===== config.mk =====
export PLATFORM = sky130hd
export DESIGN_NAME = cpu_controller
export DESIGN_NICKNAME = d
export VERILOG_FILES = /design/src/rtl/cpu_pkg.sv /design/src/rtl/ctrl_decode.sv /design/src/rtl/cpu_controller.sv
export SDC_FILE = /design/constraint.sdc
export NUM_CORES = 1
export LEC_CHECK = 0
export BUFFER_PORTS_ARGS = -buffer_cell sky130_fd_sc_hd__buf_2
export CORE_AREA = 3 3 40 42
export CTS_CLUSTER_DIAMETER = 40
export CTS_CLUSTER_SIZE = 8
export DETAILED_ROUTE_END_ITERATION = 7
export DIE_AREA = 0 0 43 45
export PLACE_DENSITY = 0.63
export SYNTH_ARGS = -nofsm -noshare
export SYNTH_HDL_FRONTEND = slang
export SYNTH_SLANG_ARGS = --single-unit

===== constraint.sdc =====
create_clock -name clk -period 2.41 [get_ports clk]
set_clock_uncertainty 0.05 [all_clocks]
set_input_delay 0.241 -clock clk [delete_from_list [all_inputs] [get_ports clk]]
set_output_delay 0.241 -clock clk [all_outputs]
set_load 0.005 [all_outputs]

===== src/rtl/cpu_pkg.sv =====
// Shared constants for the 8-bit RISC CPU: field widths, opcodes and phase encodings.
package cpu_pkg;

  localparam int unsigned OPW = 3;
  localparam int unsigned PHW = 3;

  localparam logic [OPW-1:0] OpHlt = 3'd0;
  localparam logic [OPW-1:0] OpSkz = 3'd1;
  localparam logic [OPW-1:0] OpAdd = 3'd2;
  localparam logic [OPW-1:0] OpAnd = 3'd3;
  localparam logic [OPW-1:0] OpXor = 3'd4;
  localparam logic [OPW-1:0] OpLda = 3'd5;
  localparam logic [OPW-1:0] OpSto = 3'd6;
  localparam logic [OPW-1:0] OpJmp = 3'd7;

  typedef enum logic [PHW-1:0] {
    PhInstAddr  = 3'd0,
    PhInstFetch = 3'd1,
    PhInstLoad  = 3'd2,
    PhIdle      = 3'd3,
    PhOpAddr    = 3'd4,
    PhOpFetch   = 3'd5,
    PhAluOp     = 3'd6,
    PhStore     = 3'd7
  } phase_e;

  // Opcodes that read an operand from memory and write the accumulator.
  function automatic logic is_aluop(input logic [OPW-1:0] op);
    return (op == OpAdd) || (op == OpAnd) || (op == OpXor) || (op == OpLda);
  endfunction

endpackage


===== src/rtl/ctrl_decode.sv =====
// Pure combinational decode of phase, opcode and zero flag into datapath strobes.
module ctrl_decode
  import cpu_pkg::*;
(
  input  phase_e          phase_i,
  input  logic [OPW-1:0]  opcode_i,
  input  logic            zero_i,
  input  logic            halted_i,
  output logic            sel_o,
  output logic            rd_o,
  output logic            wr_o,
  output logic            ld_ir_o,
  output logic            ld_ac_o,
  output logic            inc_pc_o,
  output logic            ld_pc_o,
  output logic            data_e_o,
  output logic            halt_o
);

  logic aluop;
  assign aluop = is_aluop(opcode_i);

  always_comb begin
    sel_o    = 1'b0;
    rd_o     = 1'b0;
    wr_o     = 1'b0;
    ld_ir_o  = 1'b0;
    ld_ac_o  = 1'b0;
    inc_pc_o = 1'b0;
    ld_pc_o  = 1'b0;
    data_e_o = 1'b0;
    halt_o   = 1'b0;
    if (halted_i) begin
      halt_o = 1'b1;
    end else begin
      unique case (phase_i)
        PhInstAddr: sel_o = 1'b1;
        PhInstFetch: begin
          sel_o = 1'b1;
          rd_o  = 1'b1;
        end
        PhInstLoad, PhIdle: begin
          sel_o   = 1'b1;
          rd_o    = 1'b1;
          ld_ir_o = 1'b1;
        end
        PhOpAddr: begin
          inc_pc_o = 1'b1;
          halt_o   = (opcode_i == OpHlt);
        end
        PhOpFetch: rd_o = aluop;
        PhAluOp: begin
          rd_o     = aluop;
          inc_pc_o = (opcode_i == OpSkz) && zero_i;
          ld_pc_o  = (opcode_i == OpJmp);
          data_e_o = (opcode_i == OpSto);
        end
        PhStore: begin
          rd_o     = aluop;
          ld_ac_o  = aluop;
          ld_pc_o  = (opcode_i == OpJmp);
          wr_o     = (opcode_i == OpSto);
          data_e_o = (opcode_i == OpSto);
        end
        default: ;
      endcase
    end
  end

endmodule


===== src/rtl/cpu_controller.sv =====
// CPU sequencer: 8-phase instruction counter plus sticky halt flag; strobes come from ctrl_decode.
module cpu_controller
  import cpu_pkg::*;
(
  input  logic           clk,
  input  logic           rst_n,
  input  logic           en,
  input  logic [OPW-1:0] opcode,
  input  logic           zero,
  output logic           sel,
  output logic           rd,
  output logic           wr,
  output logic           ld_ir,
  output logic           ld_ac,
  output logic           inc_pc,
  output logic           ld_pc,
  output logic           data_e,
  output logic           halt,
  output logic [PHW-1:0] phase
);

  phase_e phase_q, phase_d;
  logic   halted_q, halted_d;
  logic   halt_set;

  // Halting edge also freezes the phase so it stays parked at OP_ADDR.
  assign halt_set = en && !halted_q && (phase_q == PhOpAddr) && (opcode == OpHlt);

  always_comb begin
    phase_d  = phase_q;
    halted_d = halted_q | halt_set;
    if (en && !halted_q && !halt_set) begin
      phase_d = phase_e'(phase_q + 3'd1);
    end
  end

  always_ff @(posedge clk or negedge rst_n) begin
    if (!rst_n) begin
      phase_q  <= PhInstAddr;
      halted_q <= 1'b0;
    end else begin
      phase_q  <= phase_d;
      halted_q <= halted_d;
    end
  end

  assign phase = phase_q;

  ctrl_decode u_ctrl_decode (
    .phase_i  (phase_q),
    .opcode_i (opcode),
    .zero_i   (zero),
    .halted_i (halted_q),
    .sel_o    (sel),
    .rd_o     (rd),
    .wr_o     (wr),
    .ld_ir_o  (ld_ir),
    .ld_ac_o  (ld_ac),
    .inc_pc_o (inc_pc),
    .ld_pc_o  (ld_pc),
    .data_e_o (data_e),
    .halt_o   (halt)
  );

endmodule


### Word level (Yosys, flattened, before mapping)

Cells that the tools add are included.

| word-level totals | value |
|---|---|
| input bits | 7 |
| output and inout port bits | 12 |
| logic and storage cells | 53 |
| register bits after elaboration | 4 |

| cells by class | value |
|---|---|
| bitwise operators | 1 |
| equality and inequality tests | 14 |
| add/subtract/negate cells | 1 |
| muxes and demuxes | 18 |
| reduce and logical (&&, ||, !) cells | 17 |

Operator list:

| cell | count |
|---|---|
| $eq 3x3->1 const B | 8 |
| $mux 1 | 16 |
| $eq 3x2->1 const B | 4 |
| $eq 3x1->1 const B | 2 |
| $logic_not 3->1 | 2 |
| $reduce_or 3->1 | 2 |
| $logic_and 1x1->1 | 5 |
| $pmux 1 s2 | 2 |
| $reduce_or 2->1 | 2 |
| $reduce_or 4->1 | 1 |
| $add 3x1->3 const B | 1 |
| $logic_or 1x1->1 | 3 |
| $logic_not 1->1 | 2 |
| $or 1x1->1 | 1 |

### Longest topological paths before layout

Gate-level depths: netlist (run 1).

| logic depth | value |
|---|---|
| depth in word-level cells | 6 |
| gate-level depth with buffers | 5 |
| mapped depth without buffers | 5 |

### Hierarchy

From an unflattened synthesis (run 1), not the netlist that was laid out.

| unflattened totals | value |
|---|---|
| cell total of the unflattened synthesis | 37 |
| area, all modules | 340.3 um2 |

Modules (own cells, without submodules):

| module | cells each | sequential area each (um2) | area an instance (um2) | times used |
|---|---|---|---|---|
| cpu_controller | 19 | 100.1 | 226.5 | 1 |
| ctrl_decode | 18 | 0.0 | 113.9 | 1 |

### Least setup slack after synthesis (run 1)

Ideal clock, no wire load.

| path | value |
|---|---|
| kind | register -> output |
| start point | register phase_q[0], in the netlist phase[0] |
| end point | output sel |
| arrival | 1.262 ns |
| data required time | 2.119 ns |
| stages on the path, launching flop included | 6 |
| path buffers | 0 |
| setup slack | 0.857 ns |
| cells stage by stage | dfrtp_1 > inv_1 > ha_1 > or3_1 > a21oi_1 > nor2_1 |

| on the way | value |
|---|---|
| cells in the longest elaborated chain, start to end | 4 |
| elaborated cells between the ends (all ways) | 7 |
| those cells by class | eq/ne: 3; mux: 2; reduce/logical: 2 |

Ends and longest elaborated chain:

| element | RTL line | text |
|---|---|---|
| from (decl) | cpu_controller.sv:22 | `phase_e phase_q, phase_d;` |
| from (signal assigned) | cpu_controller.sv:39 | `phase_q <= PhInstAddr;` |
| from (signal assigned) | cpu_controller.sv:42 | `phase_q <= phase_d;` |
| $eq 3x1->1, or another cell as far along | ctrl_decode.sv:36 | `unique case (phase_i)` |
| $reduce_or 4->1 (no source line) * | - |  |
| $mux 1 * | ctrl_decode.sv:36 |  |
| $mux 1 * | ctrl_decode.sv:33 | `if (halted_i) begin` |
| to (decl) | cpu_controller.sv:10 | `output logic sel,` |

Mark *: on every way between the ends. The rest lies on a longest branch, timed or not.

### Final worst setup path (run 1)

Same ends and word-level chain as after synthesis.

==> metrics.txt, run 1 <==
# TYPE chip_impl_metric gauge
chip_impl_metric{name="detailed_place.area",unit="µm²"} 509.2
chip_impl_metric{name="pwr-share-clk",unit="%"} 13.0
chip_impl_metric{name="detailedPlacementHpwl",unit="µm"} 754
chip_impl_info{name="startpoint_type",value="flip-flop"} 1
chip_impl_info{name="dominant_combinational_cell_family_by_area_after_synthesis",value="simple AND/OR/NAND/NOR gates"} 1
chip_impl_info{name="setup.worst_path.end_class",value="primary output"} 1
chip_impl_info{name="layout.cells.most_common_list",value="buf_2 (18), ha_1 (6), inv_1 (4), nor2_1 (4), dfrtp_1 (4)"} 1
chip_impl_metric{name="grt-ovfl-total",unit=""} 0
chip_impl_info{name="timing.rr.start",value="phase[0]"} 1
chip_impl_metric{name="holdPathStages",unit=""} 2
chip_impl_metric{name="dr_total_vias",unit=""} 393
chip_impl_metric{name="drt_iter0_drc",unit=""} 4
chip_impl_info{name="timing_worst_setup_path_type",value="reg2out"} 1
chip_impl_metric{name="yosys.area_share.xor_xnor",unit="%"} 4.321
chip_impl_info{name="worstPathCellList",value="inv_1, ha_1, or3_1, a21oi_1, nor2_1, buf_2"} 1
chip_impl_metric{name="initial_utilization",unit="%"} 31.55
chip_impl_metric{name="max-vdd-ir-drop",unit="mV"} 0.5125
chip_impl_metric{name="r2r_cells",unit=""} 4
chip_impl_metric{name="io_buffer_count",unit=""} 18
chip_impl_metric{name="final_wl",unit="µm"} 920
chip_impl_metric{name="pwr-share-comb",unit="%"} 62.0
chip_impl_info{name="unrepaired_setup_endpoints_after_global_routing",value="false"} 1
chip_impl_info{name="reg2reg_to",value="phase[1]"} 1
chip_impl_metric{name="syn-mean-instance-area",unit="µm²"} 9.213
chip_impl_metric{name="synth.distinct_cells",unit=""} 23
chip_impl_metric{name="die-width",unit="µm"} 43
chip_impl_metric{name="synth.ff_latch_count",unit=""} 4
chip_impl_metric{name="netSwitchingFraction",unit="%"} 42.88
chip_impl_metric{name="post_drt_wl_per_cell",unit="µm"} 11.50
chip_impl_metric{name="internal-power",unit="W"} 0.0003592
chip_impl_metric{name="cts_made_buffers",unit=""} 3
chip_impl_metric{name="pwr-share-seq",unit="%"} 25.0
chip_impl_metric{name="yosys.area_share.adder",unit="%"} 18.52
chip_impl_metric{name="fin_nets",unit=""} 80
chip_impl_metric{name="antenna_cells",unit=""} 0
chip_impl_metric{name="numClockSinks",unit=""} 4
chip_impl_metric{name="max_cap_violations",unit=""} 0
chip_impl_metric{name="cts_setup_buffers",unit=""} 0
chip_impl_info{name="cts_tree",value="yes"} 1
chip_impl_metric{name="grt_antenna_before_repair",unit=""} 0
chip_impl_metric{name="slew_violations",unit=""} 0
chip_impl_metric{name="postSynthNetCount",unit=""} 57
chip_impl_metric{name="req_time_crit_path",unit="ns"} 2.12
chip_impl_metric{name="drt_pass1_iterations",unit=""} 4
chip_impl_metric{name="rrSetupSlack",unit="ns"} 0.86
chip_impl_metric{name="syn-cell-area",unit="µm²"} 405.4
chip_impl_metric{name="cts.reportedPaths.clkPinSlew",unit="ns"} 0.04
chip_impl_metric{name="synth_area_in_simple_gates",unit="%"} 27.47
chip_impl_info{name="holdCritPathClass",value="in2reg"} 1
chip_impl_metric{name="finalWorstPathRequiredPeriod",unit="ns"} 1.969
chip_impl_metric{name="pin_count_of_the_biggest_net_entering_global_routing",unit=""} 11
chip_impl_metric{name="worst_slew_margin_rel",unit="%"} 80.59
chip_impl_metric{name="timing.critical_path.fanout_max",unit=""} 5
chip_impl_metric{name="crit_arrival",unit="ns"} 1.68
chip_impl_metric{name="detail_route.drc_violations",unit=""} 0
chip_impl_metric{name="tightestPinTransition",unit="ns"} 0.2911
chip_impl_metric{name="detail_route.vias_per_cell",unit=""} 4.913
chip_impl_metric{name="p_leak",unit="nW"} 0.2824
chip_impl_metric{name="pin_count",unit=""} 19
chip_impl_info{name="cts_root_buffer",value="clkbuf_4"} 1
chip_impl_metric{name="final-setup-viol-count",unit=""} 0
chip_impl_info{name="yosys.area.top_type",value="dfrtp_1"} 1
chip_impl_metric{name="synth_sequential_area_ratio",unit="%"} 24.69
chip_impl_info{name="hold_path_startpoint",value="en"} 1
chip_impl_metric{name="fin_setup_tns",unit="ns"} 0
chip_impl_metric{name="muxShareOfSynthArea",unit="%"} 3.704
chip_impl_metric{name="fill_cells",unit=""} 137
chip_impl_metric{name="fin_crit_sh",unit="%"} 81.70
chip_impl_metric{name="die_h",unit="µm"} 45
chip_impl_metric{name="cts-root-to-sink-buffers",unit=""} 2
chip_impl_metric{name="synth-warning-count",unit=""} 0
chip_impl_metric{name="synth_compound_gate_area_share",unit="%"} 15.43
chip_impl_info{name="result_of_the_run",value="finished clean"} 1
chip_impl_metric{name="worst_skew_pair.late_latency",unit="ns"} 0.23
chip_impl_info{name="mostFrequentLayoutCell",value="buf_2"} 1
chip_impl_metric{name="core.rowCount",unit=""} 13
chip_impl_metric{name="design.die.area",unit="µm²"} 1935
chip_impl_info{name="hold_path_end",value="halted_q"} 1
chip_impl_metric{name="drtAntennaViolNets",unit=""} 0
chip_impl_metric{name="netSwitchingPower",unit="W"} 0.0002697
chip_impl_metric{name="final-hold-violation-count",unit=""} 0
chip_impl_metric{name="placeableCoreArea",unit="µm²"} 1285
chip_impl_metric{name="area_growth",unit="%"} 33.64
chip_impl_metric{name="layout-drive-gt1-share",unit="%"} 38.46
chip_impl_metric{name="grt_util_all_layers",unit="%"} 11.29
chip_impl_metric{name="achievable-frequency",unit="MHz"} 507.9
chip_impl_metric{name="final_design_area_no_fill",unit="µm²"} 541.8
chip_impl_metric{name="netlist_instances",unit=""} 44
chip_impl_info{name="timing.critical_path.slowest_stage_cell",value="dfrtp_1"} 1
chip_impl_metric{name="grt_pass1_vias",unit=""} 397
chip_impl_info{name="top_cells_by_area_synth",value="dfrtp_1 (25%), ha_1 (19%), nor3b_4 (4.6%), nor4_1 (4.6%), xnor2_1 (4.3%)"} 1
chip_impl_metric{name="yosysTopAreaCellShare",unit="%"} 24.69
chip_impl_metric{name="pwr_density_cell",unit="nW/µm²"} 1161
chip_impl_metric{name="cts.htree.levels",unit=""} 1
chip_impl_metric{name="hold_slack",unit="ns"} 0.2609
chip_impl_metric{name="finalWeightedCongestion",unit=""} 0.7223
chip_impl_metric{name="grt_pass1_wl",unit="µm"} 1628
chip_impl_metric{name="critPathMaxStageDelay",unit="ns"} 0.39
## registers in the layout, indices dropped and copies added, names as in the netlist
signal,flops
halted_q,1
phase,3
## worst max-delay path by stage
| stage | cells after the start | slack [ns] | endpoint | start |
|---|---|---|---|---|
| floorplan | 5 | 0.86 | sel | phase[0] |
| global placement | 6 | 0.73 | sel | phase[0] |
| detailed placement | 6 | 0.68 | sel | phase[0] |
| CTS | 6 | 0.43 | sel | phase[0] |
| global route | 6 | 0.31 | sel | phase[0] |
| finish | 6 | 0.44 | sel | phase[0] |
## kinds of logic after synthesis
family                     after synthesis
AOI/OAI and AO/OA                        8
xor gates and xnor gates                 2
adders and majority gates                6
buffers and inverters                    6
DFF                                      4
muxes                                    1
and+or+nand+nor                         17
## Yosys cell counts
| cell type | n |
|---|---|
| nand3_1 | 1 |
| a31oi_2 | 1 |
| nor2_1 | 4 |
| nand2b_1 | 2 |
| o32ai_1 | 1 |
| nor3b_4 | 1 |
| buf_2 | 1 |
| nand2_1 | 1 |
| a41o_1 | 1 |
| nor3_1 | 2 |
| a41oi_1 | 1 |
| or3_1 | 1 |
| nor3b_1 | 1 |
| inv_1 | 4 |
| ha_1 | 6 |
| mux2_4 | 1 |
| clkinv_1 | 1 |
| xnor2_1 | 2 |
| a22oi_1 | 1 |
| a21oi_1 | 3 |
| dfrtp_1 | 4 |
| nand2b_4 | 1 |
| nor4_1 | 3 |
## metal layers
layer  global-route usage [%]  vias to the layer above  share of wire (%)  wire (µm)
met1                    12.68                      174                 43        394
met3                    1.992                        2                8.6         79
met4                    9.036                        0                1.5         14
met2                    18.86                       14                 47        431
li1                         -                      203                  -          -
met5                        0                        -                  0          0
## timing repair
item | CTS | global route
resized for setup | 0 | 0
hold endpoints to repair | 4 | 0
hold buffers | 1 | 0
setup endpoints to repair | 0 | 0
## power groups by stage
stage                     Sequential (W)  Combinational, W  Clock [W]
after floorplan                 0.000136          0.000288          0
after global placement          0.000158          0.000394          0
after detailed placement        0.000159          0.000392          0
after CTS                       0.000157          0.000396  0.0000881
after global routing            0.000166          0.000446  0.0000889
final                           0.000157          0.000390  0.0000820
## critical path: cells and delay by family, from the launching register on
| kind | cells | cell delay (ns) |
|---|---|---|
| simple gates | 2 | 0.40 |
| buf+inv | 2 | 0.23 |
| flops | 1 | 0.39 |
| compound gates | 1 | 0.15 |
| fa+ha+maj | 1 | 0.26 |
## final cells by class
class                           instances  area (µm²)  share of cell area (%)
Inverter                                5       18.77                   3.464
Timing Repair Buffer                   19       100.1                   18.48
Sequential cell                         4       100.1                   18.48
Clock buffer                            3       22.52                   4.157
Tap cell                               15       18.77                   3.464
Multi-Input combinational cell         34       281.5                   51.96
## per-stage QoR
| step | util, % | setup WS (ns) | cells | power, W |
|---|---|---|---|---|
| 6_report | 42.16 | 0.4409 | 80 | 0.0006289 |
| 5_1_grt | 42.16 | 0.3143 | 80 | 0.0007012 |
| 4_1_cts | 42.16 | 0.4270 | 80 | 0.0006410 |
| 3_5_place_dp | 39.63 | 0.6835 | 76 | 0.0005511 |
| 3_3_place_gp | 39.63 | 0.7345 | 76 | 0.0005513 |
| 2_1_floorplan | - | 0.8570 | 44 | 0.0004239 |
No activity file was read; power rests on OpenSTA's default activity.
==> run 2: changes to the inputs <==
--- a/config.mk
+++ b/config.mk
@@ -11,7 +11,7 @@
 export CTS_CLUSTER_SIZE = 8
 export DETAILED_ROUTE_END_ITERATION = 7
 export DIE_AREA = 0 0 43 45
-export PLACE_DENSITY = 0.63
+export PLACE_DENSITY = 0.65
 export SYNTH_ARGS = -nofsm -noshare
 export SYNTH_HDL_FRONTEND = slang
 export SYNTH_SLANG_ARGS = --single-unit
==> constraint.sdc (replaced) <==
create_clock -name clk -period 1.7 [get_ports clk]
set_clock_uncertainty 0.05 [all_clocks]
set_input_delay 0.17 -clock clk [delete_from_list [all_inputs] [get_ports clk]]
set_output_delay 0.17 -clock clk [all_outputs]
set_load 0.005 [all_outputs]
==> metrics.txt, run 2 (synthesis results as in run 1) <==
# TYPE chip_impl_metric gauge
chip_impl_metric{name="largest_register_ffs",unit=""} 3
chip_impl_metric{name="die_h",unit="µm"} 45
chip_impl_info{name="layout.cells.most_common_list",value="buf_2 (18), buf_4 (6), nor2_1 (4), ha_4 (4)"} 1
chip_impl_metric{name="cts.htree.levels",unit=""} 1
chip_impl_info{name="hold_path_startpoint",value="en"} 1
chip_impl_info{name="result_of_the_run",value="complete, but fails checks"} 1
chip_impl_metric{name="detailedPlacementHpwl",unit="µm"} 787.6
chip_impl_metric{name="p_leak",unit="nW"} 0.3097
chip_impl_metric{name="setup_slack",unit="ns"} -0.05694
chip_impl_metric{name="cts_made_buffers",unit=""} 3
chip_impl_metric{name="post_drt_wl_per_cell",unit="µm"} 12.95
chip_impl_metric{name="req_time_crit_path",unit="ns"} 1.48
chip_impl_metric{name="drt_pass1_iterations",unit=""} 4
chip_impl_metric{name="fill_cells",unit=""} 128
chip_impl_metric{name="final-setup-viol-count",unit=""} 5
chip_impl_info{name="timing.rr.start",value="phase[2]"} 1
chip_impl_metric{name="io_buffer_count",unit=""} 18
chip_impl_metric{name="grt_pass1_wl",unit="µm"} 1890
chip_impl_metric{name="finalWorstPathRequiredPeriod",unit="ns"} 1.757
chip_impl_metric{name="r2r_cells",unit=""} 4
chip_impl_metric{name="final-hold-violation-count",unit=""} 0
chip_impl_metric{name="worst_skew_pair.late_latency",unit="ns"} 0.23
chip_impl_metric{name="layoutNonFillerInstCount",unit=""} 86
chip_impl_metric{name="design.die.area",unit="µm²"} 1935
chip_impl_metric{name="dp.cells",unit=""} 78
chip_impl_metric{name="tightestPinTransition",unit="ns"} 0.3016
chip_impl_metric{name="core.rowCount",unit=""} 13
chip_impl_metric{name="rrSetupSlack",unit="ns"} 0.20
chip_impl_metric{name="initial_utilization",unit="%"} 31.55
chip_impl_metric{name="pwr_density_cell",unit="nW/µm²"} 1728
chip_impl_metric{name="cts-root-to-sink-buffers",unit=""} 2
chip_impl_metric{name="crit_arrival",unit="ns"} 1.54
chip_impl_metric{name="dr_total_vias",unit=""} 440
chip_impl_metric{name="seq_area",unit="µm²"} 103.9
chip_impl_metric{name="max-vdd-ir-drop",unit="mV"} 0.9269
chip_impl_info{name="startpoint_type",value="flip-flop"} 1
chip_impl_metric{name="detailed_place.area",unit="µm²"} 524.3
chip_impl_info{name="holdCritPathClass",value="in2reg"} 1
chip_impl_metric{name="worst_slew_margin_rel",unit="%"} 79.90
chip_impl_metric{name="grt_util_all_layers",unit="%"} 13.04
chip_impl_info{name="violations_in_the_final_reports",value="negative setup slack"} 1
chip_impl_metric{name="antenna_cells",unit=""} 0
chip_impl_info{name="startpoint",value="phase[1]"} 1
chip_impl_metric{name="grt_antenna_before_repair",unit=""} 0
chip_impl_info{name="mostFrequentLayoutCell",value="buf_2"} 1
chip_impl_metric{name="numClockSinks",unit=""} 4
chip_impl_metric{name="fin_crit_sh",unit="%"} 103.3
chip_impl_info{name="cts_root_buffer",value="clkbuf_4"} 1
chip_impl_metric{name="die-width",unit="µm"} 43
chip_impl_metric{name="final_wl",unit="µm"} 1114
chip_impl_metric{name="drt_iter0_drc",unit=""} 4
chip_impl_info{name="hold_path_end",value="halted_q"} 1
chip_impl_metric{name="grt-ovfl-total",unit=""} 0
chip_impl_metric{name="drtAntennaViolNets",unit=""} 0
chip_impl_metric{name="max_cap_violations",unit=""} 0
chip_impl_info{name="setup.worst_path.end_class",value="primary output"} 1
chip_impl_metric{name="fin_nets",unit=""} 86
chip_impl_metric{name="detail_route.drc_violations",unit=""} 0
chip_impl_info{name="unrepaired_setup_endpoints_after_global_routing",value="true"} 1
chip_impl_metric{name="layout-drive-gt1-share",unit="%"} 63.38
chip_impl_metric{name="achievable-frequency",unit="MHz"} 569.2
chip_impl_metric{name="grt_pass1_vias",unit=""} 477
chip_impl_metric{name="area_growth",unit="%"} 65.12
chip_impl_metric{name="pin_count_of_the_biggest_net_entering_global_routing",unit=""} 11
chip_impl_metric{name="timing.critical_path.fanout_max",unit=""} 4
chip_impl_metric{name="slew_violations",unit=""} 0
chip_impl_info{name="timing_worst_setup_path_type",value="reg2out"} 1
chip_impl_metric{name="finalWeightedCongestion",unit=""} 0.7452
chip_impl_info{name="cts_tree",value="yes"} 1
chip_impl_metric{name="detail_route.vias_per_cell",unit=""} 5.116
chip_impl_info{name="reg2reg_to",value="phase[1]"} 1
chip_impl_metric{name="pin_count",unit=""} 19
chip_impl_metric{name="final_design_area_no_fill",unit="µm²"} 669.4
chip_impl_metric{name="cts.reportedPaths.clkPinSlew",unit="ns"} 0.04
chip_impl_metric{name="holdPathStages",unit=""} 2
chip_impl_metric{name="placeableCoreArea",unit="µm²"} 1285
chip_impl_metric{name="multi_input_area",unit="µm²"} 355.3
run 2: per-layer routing:
layer / global-route usage [%] / vias to the layer above / wire length [µm] / share of wire, %
li1: - / 215 / - / -
met1: 14.63 / 203 / 420 / 38
met2: 22.16 / 22 / 598 / 54
met3: 1.992 / 0 / 95 / 8.5
met4: 10.24 / 0 / 0 / 0
met5: 0 / - / 0 / 0
run 2: layout make-up:
type | instances | share of cell area, %
clock buffers | 3 | 3.364
inverters | 5 | 3.551
multi-input cells | 34 | 53.08
flip-flops and latches | 4 | 15.51
well taps | 15 | 2.804
repair buffers | 25 | 21.68
run 2: through the flow:
| step | total power [W] | TNS, ns | utilization, % | worst slack (ns) | hold slack (ns) |
|---|---|---|---|---|---|
| floorplan | 0.0006010 | 0 | - | 0.2180 | -0.1756 |
| global placement | 0.0008115 | 0 | 40.80 | 0.09411 | -0.07436 |
| detailed placement | 0.0008187 | 0 | 40.80 | 0.06320 | -0.07448 |
| CTS | 0.001121 | -0.2164 | 50.15 | -0.08283 | 0.1969 |
| global route | 0.001294 | -0.6417 | 52.09 | -0.1374 | 0.2150 |
| finish | 0.001157 | -0.1731 | 52.09 | -0.05694 | 0.2069 |
run 2: worst max-delay path, cell delays in order (launching register included):
cell and delay, ns:
dfrtp_2 0.42, inv_4 0.07, ha_4 0.15, or3_4 0.37
a21oi_2 0.11, nor2_1 0.04, buf_2 0.13
run 2: worst max path at each step:
stage,endpoint,slack [ns],cells past startpoint
3_5_place_dp,sel,0.06,6
3_3_place_gp,sel,0.09,6
5_1_grt,ld_pc,-0.14,5
4_1_cts,sel,-0.08,6
2_1_floorplan,sel,0.22,5
6_report,sel,-0.06,6
run 2: power breakdown:
part / total (W) / switching (W) / internal, W
Sequential: 0.000257 / 0.000105 / 0.000152
Combinational: 0.000787 / 0.000352 / 0.000435
Clock: 0.000113 / 0.0000346 / 0.0000787
Total: 0.00116 / 0.000491 / 0.000666
run 2: what timing repair did:
item / in CTS / in global routing
setup endpoints to repair: 5 / 7
cloned: 0 / 0
endpoints found under the hold margin: 4 / 0
pin swaps: 2 / 1
resized for setup: 17 / 3
hold buffers: 1 / 0
buffers inserted: 2 / 2
